$ cat src/rtl/integrab_paging_unit_if.sv
// CPU bus bundle for the paging unit: write strobe, address, data and readback.
// Latency: none, this is a wiring bundle.
// Backpressure: none, the CPU bus is never stalled.
interface integrab_paging_unit_if;
  logic        from_CPU_RnW;
  logic [15:0] bbc_ADDRESS;
  logic [7:0]  bbc_DATA;
  logic [7:0]  cpu_dout;
  logic        cpu_dout_oe;

  modport master (
    output from_CPU_RnW, bbc_ADDRESS, bbc_DATA,
    input  cpu_dout, cpu_dout_oe
  );

  modport slave (
    input  from_CPU_RnW, bbc_ADDRESS, bbc_DATA,
    output cpu_dout, cpu_dout_oe
  );
endinterface

$ cat src/rtl/integrab_paging_unit.sv
// Sideways ROM/RAM paging registers, ACCCON flags and keyed per-bank write protect.
// Latency: register writes become visible one edge after the write cycle; readback is combinational.
// Backpressure: none; every CPU cycle is accepted. INTEGRAB_READBACK_EN enables register readback.
module integrab_paging_unit #(
  parameter int BANK_BITS      = 4,
  parameter int UNLOCK_TIMEOUT = 255
) (
  input  logic                        from_CPU_Phi2,
  input  logic                        bbc_RST,
  integrab_paging_unit_if.slave       bus,
  output logic [BANK_BITS-1:0]        rom_bank,
  output logic                        prv_en,
  output logic                        mem_sel,
  output logic                        sh_en,
  output logic                        prv_s1,
  output logic                        prv_s4,
  output logic                        prv_s8,
  output logic [(1<<BANK_BITS)-1:0]   wr_prot,
  output logic                        wp_locked
);
  localparam int NUM_BANKS = 1 << BANK_BITS;
  localparam int NUM_BYTES = NUM_BANKS / 8;

  localparam logic [15:0] ADDR_ROMSEL = 16'hFE30;
  localparam logic [15:0] ADDR_KEY    = 16'hFE32;
  localparam logic [15:0] ADDR_ACCCON = 16'hFE34;
  localparam logic [15:0] ADDR_WPIDX  = 16'hFE35;
  localparam logic [15:0] ADDR_WPDATA = 16'hFE36;

  localparam logic [7:0] KEY_FIRST  = 8'h5A;
  localparam logic [7:0] KEY_SECOND = 8'hA5;
  localparam logic [7:0] TMO_LOAD   = 8'(UNLOCK_TIMEOUT);

  typedef enum logic [1:0] {LOCKED, KEY1, UNLOCKED} lock_state_t;

  lock_state_t state;
  logic [7:0]  tmo_cnt;
  logic [1:0]  wp_idx;

  logic wr_cyc;
  logic wr_romsel;
  logic wr_key;
  logic wr_acccon;
  logic wr_wpidx;
  logic wr_wpdata;

  // Only a write cycle with an exact 16-bit address match touches a register.
  assign wr_cyc    = ~bus.from_CPU_RnW;
  assign wr_romsel = wr_cyc && (bus.bbc_ADDRESS == ADDR_ROMSEL);
  assign wr_key    = wr_cyc && (bus.bbc_ADDRESS == ADDR_KEY);
  assign wr_acccon = wr_cyc && (bus.bbc_ADDRESS == ADDR_ACCCON);
  assign wr_wpidx  = wr_cyc && (bus.bbc_ADDRESS == ADDR_WPIDX);
  assign wr_wpdata = wr_cyc && (bus.bbc_ADDRESS == ADDR_WPDATA);

  // ROMSEL and ACCCON control flags.
  always_ff @(posedge from_CPU_Phi2) begin
    if (bbc_RST) begin
      rom_bank <= '0;
      prv_en   <= 1'b0;
      mem_sel  <= 1'b0;
      sh_en    <= 1'b0;
      prv_s1   <= 1'b0;
      prv_s4   <= 1'b0;
      prv_s8   <= 1'b0;
    end else begin
      if (wr_romsel) begin
        rom_bank <= bus.bbc_DATA[BANK_BITS-1:0];
        prv_en   <= bus.bbc_DATA[6];
        mem_sel  <= bus.bbc_DATA[7];
      end
      if (wr_acccon) begin
        prv_s8 <= bus.bbc_DATA[4];
        prv_s4 <= bus.bbc_DATA[5];
        prv_s1 <= bus.bbc_DATA[6];
        sh_en  <= bus.bbc_DATA[7];
      end
    end
  end

  // Write-protect index and byte lanes; the index advances on every WPDATA write,
  // accepted or not, so software can stream bytes without reloading it.
  always_ff @(posedge from_CPU_Phi2) begin
    if (bbc_RST) begin
      wp_idx  <= 2'd0;
      wr_prot <= '1;
    end else if (wr_wpidx) begin
      wp_idx <= bus.bbc_DATA[1:0];
    end else if (wr_wpdata) begin
      wp_idx <= wp_idx + 2'd1;
      if (state == UNLOCKED) begin
        for (int i = 0; i < NUM_BYTES; i++) begin
          if (wp_idx == 2'(i)) begin
            wr_prot[8*i +: 8] <= bus.bbc_DATA;
          end
        end
      end
    end
  end

  // Unlock sequencer: 5A then A5 opens a timed window; any KEY write or expiry closes it.
  // A WPDATA write on the expiry edge still sees UNLOCKED and is accepted.
  always_ff @(posedge from_CPU_Phi2) begin
    if (bbc_RST) begin
      state     <= LOCKED;
      tmo_cnt   <= 8'd0;
      wp_locked <= 1'b1;
    end else begin
      case (state)
        LOCKED: begin
          if (wr_key && (bus.bbc_DATA == KEY_FIRST)) begin
            state <= KEY1;
          end
        end
        KEY1: begin
          if (wr_key) begin
            if (bus.bbc_DATA == KEY_SECOND) begin
              state     <= UNLOCKED;
              tmo_cnt   <= TMO_LOAD;
              wp_locked <= 1'b0;
            end else begin
              state <= LOCKED;
            end
          end
        end
        UNLOCKED: begin
          tmo_cnt <= tmo_cnt - 8'd1;
          if (wr_key || (tmo_cnt == 8'd1)) begin
            state     <= LOCKED;
            tmo_cnt   <= 8'd0;
            wp_locked <= 1'b1;
          end
        end
        default: begin
          state     <= LOCKED;
          tmo_cnt   <= 8'd0;
          wp_locked <= 1'b1;
        end
      endcase
    end
  end

`ifdef INTEGRAB_READBACK_EN
  logic [7:0] romsel_raw;

  // Full ROMSEL byte kept so readback returns exactly what software wrote.
  always_ff @(posedge from_CPU_Phi2) begin
    if (bbc_RST) begin
      romsel_raw <= 8'd0;
    end else if (wr_romsel) begin
      romsel_raw <= bus.bbc_DATA;
    end
  end

  // Combinational readback decode; out-of-range WPDATA bytes read as zero.
  always_comb begin
    bus.cpu_dout    = 8'd0;
    bus.cpu_dout_oe = 1'b0;
    if (bus.from_CPU_RnW) begin
      case (bus.bbc_ADDRESS)
        ADDR_ROMSEL: begin
          bus.cpu_dout_oe = 1'b1;
          bus.cpu_dout    = romsel_raw;
        end
        ADDR_ACCCON: begin
          bus.cpu_dout_oe = 1'b1;
          bus.cpu_dout    = {sh_en, prv_s1, prv_s4, prv_s8, 4'b0000};
        end
        ADDR_WPIDX: begin
          bus.cpu_dout_oe = 1'b1;
          bus.cpu_dout    = {wp_locked, 5'b00000, wp_idx};
        end
        ADDR_WPDATA: begin
          bus.cpu_dout_oe = 1'b1;
          for (int i = 0; i < NUM_BYTES; i++) begin
            if (wp_idx == 2'(i)) begin
              bus.cpu_dout = wr_prot[8*i +: 8];
            end
          end
        end
        default: begin
        end
      endcase
    end
  end
`else
  assign bus.cpu_dout    = 8'd0;
  assign bus.cpu_dout_oe = 1'b0;
`endif

endmodule

$ cat src/flat_wrapper.sv
// flat-port wrapper written by rule: the top's interface ports become plain ports
module integrab_paging_unit_flat 
#(
  parameter int BANK_BITS      = 4,
  parameter int UNLOCK_TIMEOUT = 255
)
  (from_CPU_Phi2, bbc_RST, rom_bank, prv_en, mem_sel, sh_en, prv_s1, prv_s4, prv_s8, wr_prot, wp_locked, bus_from_CPU_RnW, bus_bbc_ADDRESS, bus_bbc_DATA, bus_cpu_dout, bus_cpu_dout_oe);
  integrab_paging_unit_if bus_i ();
  input  logic from_CPU_Phi2;
  input  logic bbc_RST;
  output logic [BANK_BITS-1:0] rom_bank;
  output logic prv_en;
  output logic mem_sel;
  output logic sh_en;
  output logic prv_s1;
  output logic prv_s4;
  output logic prv_s8;
  output logic [(1<<BANK_BITS)-1:0] wr_prot;
  output logic wp_locked;
  input wire logic [$bits(bus_i.from_CPU_RnW)-1:0] bus_from_CPU_RnW;
  input wire logic [$bits(bus_i.bbc_ADDRESS)-1:0] bus_bbc_ADDRESS;
  input wire logic [$bits(bus_i.bbc_DATA)-1:0] bus_bbc_DATA;
  output wire logic [$bits(bus_i.cpu_dout)-1:0] bus_cpu_dout;
  output wire logic [$bits(bus_i.cpu_dout_oe)-1:0] bus_cpu_dout_oe;
  assign bus_i.from_CPU_RnW = bus_from_CPU_RnW;
  assign bus_i.bbc_ADDRESS = bus_bbc_ADDRESS;
  assign bus_i.bbc_DATA = bus_bbc_DATA;
  assign bus_cpu_dout = bus_i.cpu_dout;
  assign bus_cpu_dout_oe = bus_i.cpu_dout_oe;
  integrab_paging_unit #(.BANK_BITS(BANK_BITS), .UNLOCK_TIMEOUT(UNLOCK_TIMEOUT)) u_core (.from_CPU_Phi2(from_CPU_Phi2), .bbc_RST(bbc_RST), .bus(bus_i), .rom_bank(rom_bank), .prv_en(prv_en), .mem_sel(mem_sel), .sh_en(sh_en), .prv_s1(prv_s1), .prv_s4(prv_s4), .prv_s8(prv_s8), .wr_prot(wr_prot), .wp_locked(wp_locked));
endmodule
$ cat config.mk
export PLATFORM = sky130hd
export DESIGN_NAME = integrab_paging_unit_flat
export DESIGN_NICKNAME = d
export VERILOG_FILES = /design/src/rtl/integrab_paging_unit_if.sv /design/src/rtl/integrab_paging_unit.sv /design/src/flat_wrapper.sv
export SDC_FILE = /design/constraint.sdc
export NUM_CORES = 1
export LEC_CHECK = 0
export CAP_MARGIN = 20
export CELL_PAD_IN_SITES_DETAIL_PLACEMENT = 0
export CELL_PAD_IN_SITES_GLOBAL_PLACEMENT = 1
export CORE_ASPECT_RATIO = 1.2
export CORE_MARGIN = 3
export CORE_UTILIZATION = 45
export CTS_CLUSTER_DIAMETER = 60
export DETAILED_ROUTE_END_ITERATION = 7
export DONT_BUFFER_PORTS = 1
export GPL_TIMING_DRIVEN = 0
export PLACE_DENSITY = 0.79
export SLEW_MARGIN = 20
export SYNTH_ARGS = -nofsm -noshare
export SYNTH_HDL_FRONTEND = slang
export SYNTH_SLANG_ARGS = --single-unit
$ cat constraint.sdc
create_clock -name from_CPU_Phi2 -period 2.5 [get_ports from_CPU_Phi2]
set_clock_uncertainty 0.2 [all_clocks]
set_input_delay 0.25 -clock from_CPU_Phi2 [delete_from_list [all_inputs] [get_ports from_CPU_Phi2]]
set_output_delay 0.25 -clock from_CPU_Phi2 [all_outputs]
set_load 0.02 [all_outputs]
### Word-level counts from Yosys, hierarchy flattened

Index checks and enable logic that the tools add are counted.

* flip-flop bits (word level): 39
* word-level logic and storage cells: 63
* output and inout bits: 36

* multiplexer cells: 15
* add/sub/neg operators: 2
* reduce and logical (&&, ||, !) cells: 15
* equal/unequal tests: 15
* bitwise gates (word level): 3

Operator list (count)
* $eq 16x16->1 const B: 5
* $mux 8: 3
* $pmux 8 s3: 1
* $mux 2: 6
* $reduce_and 4->1: 3
* $eq 8x1->1 const B: 1
* $eq 8x7->1 const B: 1
* $eq 8x8->1 const B: 1
* $sub 8x1->8 const B: 1
* $logic_and 1x1->1: 6
* $ne 2x1->1 const B: 3
* $pmux 2 s3: 1
* $reduce_and 3->1: 2
* $eq 2x1->1 const B: 2
* $logic_not 2->1: 2
* $mux 1: 3
* $not 1->1: 3
* $pmux 1 s3: 1
* $add 2x1->2 const B: 1
* $eq 2x2->1 const B: 1
* $ne 2x2->1 const B: 1
* $reduce_bool 2->1: 1
* $logic_or 1x1->1: 1

### Logic depth before layout (Yosys ltp)

Gate-level depths: netlist of the first run.

* depth in word-level cells: 5
* depth in mapped cells: 7

### Worst setup path after synthesis of the first run

No wires, ideal clock.

* path kind: register to register
* start point: register u_core.state[0]
* end point: register u_core.tmo_cnt[7]
* path slack: 343 ps
* required time: 2205 ps
* arrival time: 1861 ps
* stages on the path, launching flop included: 8
* clock period less this slack: 2157 ps
* cell sequence: dfxtp_1 -> inv_1 -> ha_1 -> inv_1 -> or3_1 -> a2111oi_4 -> nand2_1 -> o311ai_1

* longest elaborated chain between the ends: 3
* elaborated cells between the ends (all ways): 8
* those cells by class: eq/ne (4); mux (1); bitwise (1); reduce/logical (2)

Ends and longest elaborated chain
* start: declaration: line integrab_paging_unit.sv:36 `lock_state_t state;`
* start signal: assignment: line integrab_paging_unit.sv:104 `state <= LOCKED;`
* start signal: assignment: line integrab_paging_unit.sv:111 `state <= KEY1;`
* start signal: assignment: line integrab_paging_unit.sv:117 `state <= UNLOCKED;`
* $eq 2x1->1 or $logic_not 2->1 (tied branches): line integrab_paging_unit.sv:108 `case (state)`
* $ne 2x1->1 (no source line) or $not 1->1 (tied branches)
* $reduce_and 3->1 (no source line)
* end signal: assignment: line integrab_paging_unit.sv:126 `tmo_cnt <= tmo_cnt - 8'd1;`
* end: declaration: line integrab_paging_unit.sv:37 `logic [7:0] tmo_cnt;`

Parallel ways exist; a longest one is shown, timed or not.
A chain may end at the register's enable or synchronous reset.

### Worst setup path in the final report of the first run

* start point: register u_core.tmo_cnt[6]
* end point: register u_core.tmo_cnt[3]

* longest elaborated chain between the ends: 4

Ends and longest elaborated chain
* $eq 8x1->1: line integrab_paging_unit.sv:127 `if (wr_key || (tmo_cnt == 8'd1)) begin`
* $logic_or 1x1->1: line integrab_paging_unit.sv:127
* $mux 8: line integrab_paging_unit.sv:127
* $pmux 8 s3: line integrab_paging_unit.sv:108

Every way passes these cells.

==> impl_metrics.json, run 1 <==
{
  "outcome": "finished clean",
  "timing.rr.end": "u_core.tmo_cnt[3]",
  "timing.reg2reg.setup_slack_ns": 0.25,
  "cts_buf_count": 5,
  "crit_start": "u_core.tmo_cnt[6]",
  "netlist_top_cells_area": "sky130_fd_sc_hd__dfxtp_1, sky130_fd_sc_hd__mux2i_1, sky130_fd_sc_hd__nand2_1, sky130_fd_sc_hd__a21oi_1, sky130_fd_sc_hd__ha_1",
  "grt_overflow_total": 0,
  "highest-signal-layer": "met4",
  "antenna_violations_before_repair": 0,
  "syn2layout_area_growth_pct": 15.7,
  "final-instance-count-excl-fill": 316,
  "met2WireLength_um": 2680,
  "worst_slew_pin_slew_ns": 0.562,
  "critical_path_arrival_ns": 2.22,
  "critPathMaxStageDelay_ns": 0.58,
  "wire_length_of_the_first_global_routing_pass_um": 8230,
  "static-leakage-power_nw": 0.959,
  "io_pins": 63,
  "post_synth.cell_area_avg_um2": 8.68,
  "clockRootBuffer": "sky130_fd_sc_hd__clkbuf_8",
  "detail_route.wl_per_cell_um": 15.9,
  "gp_congestion": 0.776,
  "max-cap-violations": 0,
  "count_of_flip_flops_with_a_built_in_enable_after_synthesis": 0,
  "h-tree-depth": 2,
  "place_worst_setup_slack_ns": 0.123,
  "grt_usage": 0.202,
  "post_cts.resized_instances": 0,
  "post_synth_inst_count": 234,
  "grt_pass1_vias": 1729,
  "die_w_um": 67.3,
  "synth.yosys.seq_area_share": 0.384,
  "cp.required_ns": 2.47,
  "stdcell_area_mm2": 0.00235,
  "net_count_final": 293,
  "critPathKind": "register to register",
  "period_utilisation_layout": 0.900,
  "hold-path-cell-count": 2,
  "worst_r2r_startpoint": "u_core.tmo_cnt[6]",
  "start_kind": "register",
  "drt_wl_total_um": 5010,
  "dpl.cell_count": 298,
  "fp.dieArea_mm2": 0.00536,
  "synth_top_area_frac": 0.384,
  "synth.most_common_cell": "sky130_fd_sc_hd__dfxtp_1",
  "synth_async_sr_flop_share": 0,
  "tritoncts": "yes",
  "dpl_cell_area_mm2": 0.00213,
  "clk-insertion-delay-late_ns": 0.29,
  "vdd_ir_drop_max_mv": 0.423,
  "number_of_endpoints_failing_setup_at_the_final_stage": 0,
  "netlist-cell-type-count": 45,
  "place.detailed.hpwl_um": 3640,
  "clockBufferDepth": 2,
  "remaining_drc_errors": 0,
  "critical_path.endpoint_type": "register",
  "detail-route-antenna-nets": 0,
  "drt_pass1_iterations": 5,
  "worst_path_max_delay_cell": "sky130_fd_sc_hd__or4_4",
  "yosys_warnings": 0,
  "whs_ns": 0.0156,
  "syn-cell-area_mm2": 0.00203,
  "synth_ff_type": "sky130_fd_sc_hd__dfxtp_1",
  "floorplan_row_count": 26,
  "fin_setup_tns_ns": 0,
  "netlist_top_cells_count": "sky130_fd_sc_hd__dfxtp_1, sky130_fd_sc_hd__nand2_1, sky130_fd_sc_hd__a21oi_1",
  "min_path_type": "input pin to register",
  "synth_largest_area_cell": "sky130_fd_sc_hd__dfxtp_1",
  "antenna_cells": 0,
  "viasPerCell": 5.43,
  "clock_sinks": 39,
  "initial_core_util": 0.473,
  "yosys_register_bits": 39,
  "port_buffers": 0,
  "timing_max_transition_violations_final": 0,
  "die_y_extent_um": 79.6,
  "cp_max_fo": 9,
  "first_iter_violations": 52,
  "slew_headroom": 0.622,
  "finalHoldViolations": 0,
  "final_critical_path_setup_slack_ns": 0.250,
  "fmax_mhz": 444,
  "grt_start_max_net_pins": 14,
  "grt_setup_unrepaired": "no",
  "design.core.area_mm2": 0.00429,
  "wirelength_met1_um": 1950,
  "worstPathCellList": "or4_4 -> o41ai_4 -> a2111oi_4 -> buf_4 -> a211oi_2 -> o21ai_1",
  "power_density_mw_per_mm2": 550,
  "vias": 1715,
  "final.min_clock_period_ns": 2.25,
  "worst_setup_hold_path_clk_slew_ns": 0.09,
  "endpoint": "u_core.tmo_cnt[3]",
  "drive_above_1_share": 0.123,
  "worst_r2r_path_depth": 6,
  "met3_wire_length_um": 328
}
==> repair_timing <==
| item | in CTS | in global routing |
|---|---|---|
| hold buffers | 9 | 0 |
| setup endpoints to repair | 0 | 6 |
| hold endpoints to repair | 28 | 0 |
| buffers inserted | 0 | 1 |
==> layer usage <==
| metal | vias to the layer above | GRT usage |
|---|---|---|
| met2 | 47 | 0.362 |
| li1 | 867 | - |
| met4 | 0 | 0.0426 |
| met3 | 4 | 0.0704 |
| met5 | - | 0 |
| met1 | 797 | 0.225 |
==> worst min path at each step <==
| stage | startpoint | to | slack (ns) |
|---|---|---|---|
| after floorplan | bus_bbc_DATA[0] | u_core.wr_prot[0] | 0.18 |
| after global placement | bus_bbc_DATA[6] | u_core.wr_prot[14] | 0.18 |
| after detailed placement | bus_bbc_DATA[6] | u_core.wr_prot[14] | 0.18 |
| after CTS | bus_bbc_ADDRESS[0] | u_core.wp_idx[1] | 0.01 |
| after global routing | bus_bbc_ADDRESS[0] | u_core.wp_idx[1] | 0.03 |
| final | bus_bbc_ADDRESS[0] | u_core.wp_idx[1] | 0.02 |
==> logic make-up after synthesis <==
family / count (synthesis) / share of synthesized area
and+or+nand+nor: 88 / 0.235
muxes: 16 / 0.0789
DFF: 39 / 0.384
other: 1 / 0.00185
AOI/OAI and AO/OA: 49 / 0.176
adders and majority gates: 7 / 0.0431
buffers and inverters: 34 / 0.0813
==> critical path, delay by kind of cell (launching register included) <==
| family | cells | cell delay [ns] |
|---|---|---|
| AO/OA/AOI/OAI | 4 | 0.82 |
| buffers and inverters | 1 | 0.19 |
| flip-flops | 1 | 0.33 |
| AND/OR/NAND/NOR | 1 | 0.58 |
==> area by class of cell <==
| cell class | instances | area [µm²] |
|---|---|---|
| clock inverter | 2 | 38.8 |
| fill | 429 | 1940 |
| buffer | 17 | 101 |
| clock buffer | 6 | 82.6 |
| tap | 56 | 70.1 |
| sequential | 39 | 781 |
| timing repair buffer | 10 | 97.6 |
| multi-input combinational | 169 | 1110 |
| inverter | 17 | 63.8 |
==> cells in the final DEF, fill, tap and decap left out, types with 2 or more instances in the layout <==
cell | Yosys | layout
sky130_fd_sc_hd__nand4_1 | 2 | 2
sky130_fd_sc_hd__dlygate4sd3_1 | 0 | 9
sky130_fd_sc_hd__nor2b_1 | 2 | 2
sky130_fd_sc_hd__o41ai_1 | 2 | 2
sky130_fd_sc_hd__a211oi_2 | 2 | 2
sky130_fd_sc_hd__nand4_2 | 2 | 2
sky130_fd_sc_hd__conb_1 | 1 | 9
sky130_fd_sc_hd__a21boi_0 | 2 | 2
sky130_fd_sc_hd__nand2_1 | 35 | 35
sky130_fd_sc_hd__buf_2 | 3 | 3
sky130_fd_sc_hd__o21ai_0 | 5 | 5
sky130_fd_sc_hd__o211ai_1 | 3 | 3
sky130_fd_sc_hd__a22oi_1 | 3 | 3
sky130_fd_sc_hd__and4bb_2 | 2 | 2
sky130_fd_sc_hd__dfxtp_1 | 39 | 39
sky130_fd_sc_hd__nor2_1 | 10 | 10
sky130_fd_sc_hd__and4b_1 | 2 | 2
sky130_fd_sc_hd__clkbuf_1 | 5 | 5
sky130_fd_sc_hd__mux2i_1 | 16 | 16
sky130_fd_sc_hd__nor4bb_1 | 2 | 2
sky130_fd_sc_hd__a31oi_1 | 3 | 3
sky130_fd_sc_hd__buf_4 | 9 | 10
sky130_fd_sc_hd__clkbuf_8 | 0 | 6
sky130_fd_sc_hd__nand3_1 | 14 | 14
sky130_fd_sc_hd__ha_1 | 7 | 7
sky130_fd_sc_hd__o22ai_1 | 2 | 2
sky130_fd_sc_hd__nor3_1 | 8 | 8
sky130_fd_sc_hd__inv_1 | 16 | 16
sky130_fd_sc_hd__a21oi_1 | 19 | 19
==> stage by stage <==
step	utilization	total power, mW
floorplan	-	0.719
global placement	0.496	0.733
detailed placement	0.496	0.733
CTS	0.545	1.30
global route	0.547	1.34
finish	0.547	1.29
==> flip-flops by register name, indices dropped and copies added, names as in the netlist, 2 cells and up <==
register	flops
u_core.tmo_cnt	8
u_core.rom_bank	4
u_core.wr_prot	16
u_core.state	2
u_core.wp_idx	2
==> power breakdown <==
group	leakage (nW)	internal, mW	switching (mW)
logic	0.582	0.0425	0.0654
clock network	0.0618	0.328	0.228
registers	0.315	0.624	0.00504
Power figures use the tool's default switching activity.
==> inputs of run 2 (changes only) <==
--- a/config.mk
+++ b/config.mk
@@ -16,6 +16,7 @@
 export DONT_BUFFER_PORTS = 1
 export GPL_TIMING_DRIVEN = 0
 export PLACE_DENSITY = 0.79
+export SKIP_LAST_GASP = 1
 export SLEW_MARGIN = 20
 export SYNTH_ARGS = -nofsm -noshare
 export SYNTH_HDL_FRONTEND = slang
==> constraint.sdc (replaced) <==
create_clock -name from_CPU_Phi2 -period 2.5 [get_ports from_CPU_Phi2]
set_clock_uncertainty 0.2 [all_clocks]
set_input_delay 0.375 -clock from_CPU_Phi2 [delete_from_list [all_inputs] [get_ports from_CPU_Phi2]]
set_output_delay 0.375 -clock from_CPU_Phi2 [all_outputs]
set_load 0.02 [all_outputs]
==> run 2 against run 1 <==
Net effect:
- final area is 2.6% lower
- power shrank 1.2%
- maximum frequency up 0.78%
- utilization is 1.4 points lower
- routed wire length shrank 4.5%
- highest routed layer unchanged
==> impl_metrics.json, run 2 (synthesized netlist as in run 1, its figures left out) <==
{
  "outcome": "finished clean",
  "die_w_um": 67.3,
  "fillCellCount": 434,
  "largest_register_ff_count": 16,
  "drive_above_1_share": 0.126,
  "timing.critical_path.buf_inv": 1,
  "max-cap-violations": 0,
  "clock_sinks": 39,
  "fp.dieArea_mm2": 0.00536,
  "power_switching_uw": 289,
  "highest-signal-layer": "met4",
  "design.core.area_mm2": 0.00429,
  "static-leakage-power_nw": 0.934,
  "vdd_ir_drop_max_mv": 0.416,
  "detail_route.wl_per_cell_um": 15.4,
  "tritoncts": "yes",
  "finalHoldViolations": 0,
  "gp_congestion": 0.776,
  "seq_power_share": 0.493,
  "dpl_cell_area_mm2": 0.00213,
  "place_worst_setup_slack_ns": 0.123,
  "p_int_uw": 989,
  "p_sw_frac": 0.226,
  "number_of_endpoints_failing_setup_at_the_final_stage": 0,
  "critPathMaxStageDelay_ns": 0.58,
  "grt_setup_unrepaired": "no",
  "net_count_final": 287,
  "critical_path.endpoint_type": "register",
  "combinationalPowerShare": 0.073,
  "fmax_mhz": 448,
  "worst_slew_pin_slew_ns": 0.562,
  "cts_buf_count": 5,
  "largest_register": "u_core.wr_prot",
  "clockRootBuffer": "sky130_fd_sc_hd__clkbuf_8",
  "power_frac_clock": 0.434,
  "wirelength_met1_um": 2000,
  "detail-route-antenna-nets": 0,
  "final_critical_path_setup_slack_ns": 0.267,
  "die_y_extent_um": 79.6,
  "vias": 1674,
  "first_iter_violations": 40,
  "mostFrequentLayoutCell": "sky130_fd_sc_hd__dfxtp_1",
  "post_cts.resized_instances": 0,
  "whs_ns": 0.00311,
  "cp.required_ns": 2.47,
  "clk-insertion-delay-late_ns": 0.29,
  "start_kind": "register",
  "clockBufferDepth": 2,
  "viasPerCell": 5.40,
  "initial_core_util": 0.473,
  "place.detailed.hpwl_um": 3640,
  "floorplan_row_count": 26,
  "critical_path_arrival_ns": 2.20,
  "drt_pass1_iterations": 5,
  "port_buffers": 0,
  "cp_max_fo": 9,
  "grt_overflow_total": 0,
  "timing_max_transition_violations_final": 0,
  "drt_wl_total_um": 4790,
  "worstPathCellList": "or4_4 -> o41ai_4 -> a2111oi_4 -> buf_4 -> a211oi_2 -> o21ai_1",
  "met3_wire_length_um": 255,
  "worst_setup_hold_path_clk_slew_ns": 0.08,
  "final.min_clock_period_ns": 2.23,
  "min_path_type": "input pin to register",
  "stdcell_area_mm2": 0.00229,
  "grt_pass1_vias": 1673,
  "reg_top3": "u_core.wr_prot: 16 flops, u_core.tmo_cnt: 8 flops, u_core.rom_bank: 4 flops",
  "fin_setup_tns_ns": 0,
  "io_pins": 63,
  "remaining_drc_errors": 0,
  "h-tree-depth": 2,
  "final_cell_mix": "sky130_fd_sc_hd__dfxtp_1, sky130_fd_sc_hd__nand2_1, sky130_fd_sc_hd__a21oi_1",
  "power_density_mw_per_mm2": 558,
  "critical-path-top-delay-family": "compound AO/OA/AOI/OAI gates",
  "critPathKind": "register to register",
  "period_utilisation_layout": 0.893,
  "wire_length_of_the_first_global_routing_pass_um": 7960,
  "grt_start_max_net_pins": 14,
  "antenna_violations_before_repair": 0,
  "grt_usage": 0.193,
  "met2WireLength_um": 2500,
  "syn2layout_area_growth_pct": 12.8,
  "antenna_cells": 0,
  "slew_headroom": 0.622,
  "worst_path_max_delay_cell": "sky130_fd_sc_hd__or4_4"
}
-- run 2: cell count changes in the layout (fill, tap and decap cells not counted) --
cell                            change
sky130_fd_sc_hd__dlygate4sd3_1      -6
-- run 2: routing by layer --
layer	GRT usage	vias to the layer above
met3	0.0620	4
met4	0.0426	0
met5	0	-
met1	0.224	777
li1	-	856
met2	0.338	37
-- run 2: power by group through the flow --
stage	Clock, mW	Combinational, mW	Sequential (mW)
finish	0.555	0.0933	0.629
global route	0.590	0.105	0.630
CTS	0.564	0.0924	0.630
detailed placement	0	0.0885	0.644
global placement	0	0.0885	0.644
floorplan	0	0.0759	0.643
-- run 2: final cells by class --
type	instances	area [µm²]	area share
well taps	56	70.1	0.0306
multi-input cells	169	1110	0.487
plain buffers	17	101	0.0443
clock buffers	6	82.6	0.0361
inverters	17	63.8	0.0279
repair buffers	4	37.5	0.0164
clock inverters	2	38.8	0.0169
flip-flops and latches	39	781	0.341
-- run 2: through the flow --
step,util,power (mW),cells
final,0.533,1.28,310
after global routing,0.533,1.33,310
after CTS,0.531,1.29,309
after detailed placement,0.496,0.733,298
after global placement,0.496,0.733,298
after floorplan,-,0.719,242
-- run 2: worst paths after layout --
kind,from,end,slack [ns],cells after the start
setup / recovery,u_core.tmo_cnt[6],u_core.tmo_cnt[3],0.27,6
hold / removal,bus_bbc_DATA[5],u_core.wr_prot[13],0.003,2
setup reg to reg,u_core.tmo_cnt[6],u_core.tmo_cnt[3],0.27,6
hold reg to reg,u_core.tmo_cnt[1],u_core.tmo_cnt[1],0.29,2
-- run 2: timing repair --
item,in CTS,in global routing
hold buffers,3,0
setup buffers,0,1
endpoints found under the hold margin,3,0
endpoints found under the setup margin,0,6
